[src/rtl/eaglesong_sponge_ctrl.sv]
// Sponge sequencer for the Eaglesong permutation core:
// absorbs 256-bit blocks, runs the core, emits the digest.
module eaglesong_sponge_ctrl #(
   parameter int RATE_WORDS   = 8,
   parameter int STATE_WORDS  = 16,
   parameter int PERM_TIMEOUT = 64
) (
   input  logic                        clk,
   input  logic                        rst_n,
   input  logic                        blk_valid,
   output logic                        blk_ready,
   input  logic [32*RATE_WORDS-1:0]    blk_data,
   input  logic                        blk_last,
   output logic                        perm_start,
   output logic [32*STATE_WORDS-1:0]   perm_state_in,
   input  logic [32*STATE_WORDS-1:0]   perm_state_out,
   input  logic                        perm_done,
   output logic                        dig_valid,
   input  logic                        dig_ready,
   output logic [32*RATE_WORDS-1:0]    dig_data,
   output logic                        busy,
   output logic                        err_timeout
);

   localparam int RW = 32 * RATE_WORDS;
   localparam int SW = 32 * STATE_WORDS;
   localparam int CW = $clog2(PERM_TIMEOUT + 1);

   typedef enum logic [2:0] {
      IDLE,
      LOAD,
      START,
      WAIT_LO,
      WAIT_HI,
      OUT
   } state_t;

   state_t        state;
   logic [SW-1:0] st;
   logic          last;
   logic [CW-1:0] tmo_cnt;
   logic          tmo_hit;

   // The start cycle counts too, so the error lands
   // PERM_TIMEOUT cycles after the perm_start pulse.
   assign tmo_hit = (tmo_cnt == CW'(PERM_TIMEOUT - 2));

   always_ff @(posedge clk) begin
      if (!rst_n) begin
         state         <= IDLE;
         st            <= '0;
         last          <= 1'b0;
         tmo_cnt       <= '0;
         blk_ready     <= 1'b0;
         perm_start    <= 1'b0;
         perm_state_in <= '0;
         dig_valid     <= 1'b0;
         dig_data      <= '0;
         busy          <= 1'b0;
         err_timeout   <= 1'b0;
      end else begin
         perm_start <= 1'b0;
         unique case (state)
            IDLE: begin
               blk_ready <= !err_timeout;
               if (blk_valid && blk_ready) begin
                  st[RW-1:0] <= st[RW-1:0] ^ blk_data;
                  last       <= blk_last;
                  blk_ready  <= 1'b0;
                  busy       <= 1'b1;
                  state      <= LOAD;
               end
            end
            LOAD: begin
               perm_state_in <= st;
               perm_start    <= 1'b1;
               state         <= START;
            end
            START: begin
               tmo_cnt <= '0;
               state   <= WAIT_LO;
            end
            WAIT_LO, WAIT_HI: begin
               tmo_cnt <= tmo_cnt + 1'b1;
               if (state == WAIT_HI && perm_done) begin
                  st <= perm_state_out;
                  if (last) begin
                     dig_valid <= 1'b1;
                     dig_data  <= perm_state_out[RW-1:0];
                     state     <= OUT;
                  end else begin
                     blk_ready <= 1'b1;
                     busy      <= 1'b0;
                     state     <= IDLE;
                  end
               end else if (tmo_hit) begin
                  err_timeout <= 1'b1;
                  busy        <= 1'b0;
                  state       <= IDLE;
               end else if (state == WAIT_LO && !perm_done) begin
                  state <= WAIT_HI;
               end
            end
            OUT: begin
               if (dig_ready) begin
                  dig_valid <= 1'b0;
                  st        <= '0;
                  blk_ready <= 1'b1;
                  busy      <= 1'b0;
                  state     <= IDLE;
               end
            end
            default: begin
               state <= IDLE;
            end
         endcase
      end
   end

endmodule

[config.mk]
export PLATFORM = sky130hd
export DESIGN_NAME = eaglesong_sponge_ctrl
export DESIGN_NICKNAME = d
export VERILOG_FILES = /design/src/rtl/eaglesong_sponge_ctrl.sv
export SDC_FILE = /design/constraint.sdc
export NUM_CORES = 2
export LEC_CHECK = 0
export ABC_CLOCK_PERIOD_IN_PS = 2800
export CORE_AREA = 2 2 599 601
export CTS_CLUSTER_DIAMETER = 60
export CTS_CLUSTER_SIZE = 40
export DETAILED_ROUTE_END_ITERATION = 10
export DIE_AREA = 0 0 601 603
export MAX_ROUTING_LAYER = met4
export PLACE_DENSITY = 0.39
export SLEW_MARGIN = 20
export SYNTH_ARGS = -nofsm -noshare
export SYNTH_HDL_FRONTEND = slang
export SYNTH_SLANG_ARGS = --single-unit
export TNS_END_PERCENT = 50
[constraint.sdc]
create_clock -name clk -period 2.8 [get_ports clk]
set_input_delay 0.28 -clock clk [delete_from_list [all_inputs] [get_ports clk]]
set_output_delay 0.28 -clock clk [all_outputs]
set_load 0.02 [all_outputs]
==> flow_summary.yaml <==
critical_path:
  r2r_cells: 6
  ff2ff_setup_slack_ns: 0.25
  worstPathArrival_ns: 3.29
  crit_path_start_kind: "flop"
  regToRegEndpoint: "st[143]"
  endpoint_kind: "flop"
  path_class: "reg2reg"
  r2r_start: "state[0]"
  worst_ep_required_time_ns: 3.54
  path_max_fanout: 46
synthesis:
  syn-cell-area_um2: 54370
  synth_top_area_share_pct: 47.72
  async_reset_ff_share_pct: 0
  synth_top_area_cell: "dfxtp_1"
  syn_avg_cell_area_um2: 8.524
  synth_edf_count: 0
  synth_commonest_cells: "nand2_1, dfxtp_1, a21oi_1"
  ys_seq_area_share_pct: 47.72
  synth_cell_type_count: 59
  synthCells: 6379
  synth.area.top_cells: "dfxtp_1, nand2_1, a21oi_1"
  synth_warnings: 0
  synth-seq-cells: 1296
  synth_ff_type: "dfxtp_1"
  synthMostInstantiatedCell: "nand2_1"
  syn_nets: 7155
route:
  dr.pass1.iters: 6
  wl_per_cell_um: 26.78
  via_count: 55650
  drc: 0
  ant_nets: 0
  drt_iter0_markers: 4051
  routed_via_density: 4.306
  drt_wl_total_mm: 346.0
floorplanning:
  fp-row-count: 219
  dieArea_um2: 362400
  dieHeight_um: 603
  die_width_um: 601
  initial_utilization_pct: 15.30
  fp.coreArea_um2: 355400
  io_pins: 1547
placement:
  dpl_cell_area_um2: 75420
  place_congestion: 0.9005
  dp_hpwl_mm: 263.8
  portBuffers: 1546
cts:
  clk_latency_ns: 0.90
  cts_tree: "yes"
  cts.sinks: 1296
  cts_root_buffer: "clkbuf_16"
  cts_buffers: 176
  clk_path_buf_depth: 4
  htree_levels: 4
  post_cts_buffers: 0
  clkTransAtPathRegs_ns: 0.07
global_routing:
  grt_pass1_wl_mm: 467.8
  grt_pass1_vias: 54710
  overflow: 0
  antenna_found_initial: 157
  grt_max_degree: 147
  grt.total_usage_pct: 18.70
sta:
  rsz0062_at_grt: "no"
  min_period_ns: 2.547
  hold_viol: 0
  timing.max_slew.rel_slack_pct: 22.32
  period_share_pct: 90.97
  clock.fmax_mhz: 392.6
  tightest_slew_ns: 1.165
  slew_viol_final: 0
  fin_tns_setup_ns: 0
  fin_worst_skew_ns: 0.06452
  setup_viol: 0
outcome:
  outcome: "finished clean"
finish:
  synthToLayoutAreaGrowth_pct: 55.38
  final_area_um2: 84490
  drive_above_1_share_pct: 11.55
  post-route-util_pct: 23.77
  fin_nets: 8710
worst_hold_path:
  worstHoldStart: "perm_state_out[5]"
  min_path_cells: 3
  hold_end: "dig_data[5]"
  min_path_type: "in2reg"
run:
  drv_cap: 0
pwr:
  p_leak_nw: 27.03
  totalPowerFinal_mw: 68.57
  ir_drop_v: 0.0005537
  powerDensity_nw_per_um2: 811.6
-- kinds of logic (layout without fill, tap and decap cells) --
| group | Yosys count | in the layout | share of synthesized area [%] |
|---|---|---|---|
| AO/OA/AOI/OAI | 1827 | 1827 | 27.82 |
| XOR/XNOR | 5 | 5 | 0.08053 |
| adder cells (fa/ha/maj) | 2 | 2 | 0.04601 |
| buffers and inverters | 898 | 2596 | 7.308 |
| flip-flops | 1296 | 1296 | 47.72 |
| multiplexers | 3 | 3 | 0.06442 |
| other | 0 | 94 | 0 |
| AND/OR/NAND/NOR | 2348 | 2348 | 16.97 |
-- through the flow --
step | instances | worst slack, ns | hold WS [ns]
floorplan | 6379 | 1.045 | 0.4160
global placement | 12240 | 0.2375 | 0.4362
detailed placement | 12240 | 0.2060 | 0.4456
CTS | 12830 | 0.1562 | 0.003626
global route | 12900 | 0.06928 | 0.04559
finish | 12920 | 0.2527 | 0.07327
-- per-layer routing --
metal | global-route usage (%) | wire length (um) | vias up
met3 | 4.995 | 24690 | 490
li1 | - | - | 25580
met5 | - | 0 | -
met4 | 6.494 | 13220 | 0
met2 | 30.28 | 163700 | 2007
met1 | 22.30 | 144400 | 27570
-- state kept, by name (all words and copies together) (netlist names) --
| signal | cells |
|---|---|
| perm_state_in | 512 |
| st | 512 |
| dig_data | 256 |
| tmo_cnt | 7 |
| state | 3 |
| blk_ready | 1 |
| busy | 1 |
| dig_valid | 1 |
| err_timeout | 1 |
| last | 1 |
| perm_start | 1 |
-- worst max-delay path: stages (launching register included) --
cell and delay (ns):
dfxtp_1 0.65, mux2_4 0.39, a32oi_4 0.31, buf_12 0.32
buf_12 0.30, o311ai_0 0.21, o41ai_2 0.11
-- how the worst max path moves through the flow --
| stage | startpoint | to | slack, ns | cells after the start |
|---|---|---|---|---|
| 3_5_place_dp | dig_ready | st[133] | 0.21 | 7 |
| 4_1_cts | dig_data[11] | dig_data[11] | 0.16 | 1 |
| 5_1_grt | state[0] | perm_state_in[286] | 0.07 | 6 |
| 2_1_floorplan | state[2] | st[100] | 1.04 | 9 |
| 6_report | state[0] | st[143] | 0.25 | 6 |
| 3_3_place_gp | perm_done | st[219] | 0.24 | 7 |
-- cell type report --
type / instances / area [um^2]
fill: 38800 / 270900
sequential: 1296 / 25950
multi-input combinational: 4185 / 24500
timing repair buffer: 2014 / 20710
tap: 4751 / 5944
clock buffer: 199 / 4663
clock inverter: 122 / 1495
inverter: 261 / 987.2
antenna: 94 / 235.2
-- power breakdown --
group,switching [mW],total [mW],internal (mW)
Combinational,14.7,22.5,7.87
Sequential,1.51,21.8,20.3
Clock,10.6,24.3,13.6
Total,26.8,68.6,41.8
-- cells in the final DEF, fill, tap and decap left out, drive strengths merged, types with 2 or more instances in the layout --
| cell | Yosys | final |
|---|---|---|
| mux2i | 2 | 2 |
| dfxtp | 1296 | 1296 |
| xor2 | 4 | 4 |
| a311oi | 2 | 2 |
| clkbuf | 334 | 199 |
| o21ai | 4 | 4 |
| nor2 | 14 | 14 |
| clkinvlp | 0 | 17 |
| dlygate4sd3 | 0 | 267 |
| diode | 0 | 94 |
| and3b | 2 | 2 |
| a21o | 2 | 2 |
| and4b | 2 | 2 |
| ha | 2 | 2 |
| o2111ai | 4 | 4 |
| nor3 | 257 | 257 |
| clkinv | 0 | 36 |
| or3 | 2 | 2 |
| inv | 261 | 318 |
| o211ai | 2 | 2 |
| o311ai | 257 | 257 |
| buf | 303 | 203 |
| a21oi | 1032 | 1032 |
| o41ai | 256 | 256 |
| bufinv | 0 | 12 |
| clkdlybuf4s50 | 0 | 1544 |
| a211oi | 2 | 2 |
| nand2 | 2057 | 2057 |
| a32oi | 257 | 257 |
-- what timing repair did --
| item | 4_1_cts | 5_1_grt |
|---|---|---|
| hold endpoints to repair | 298 | 0 |
| hold buffers | 267 | 0 |
| resized for setup | 0 | 0 |
Power figures use the tool's default switching activity.
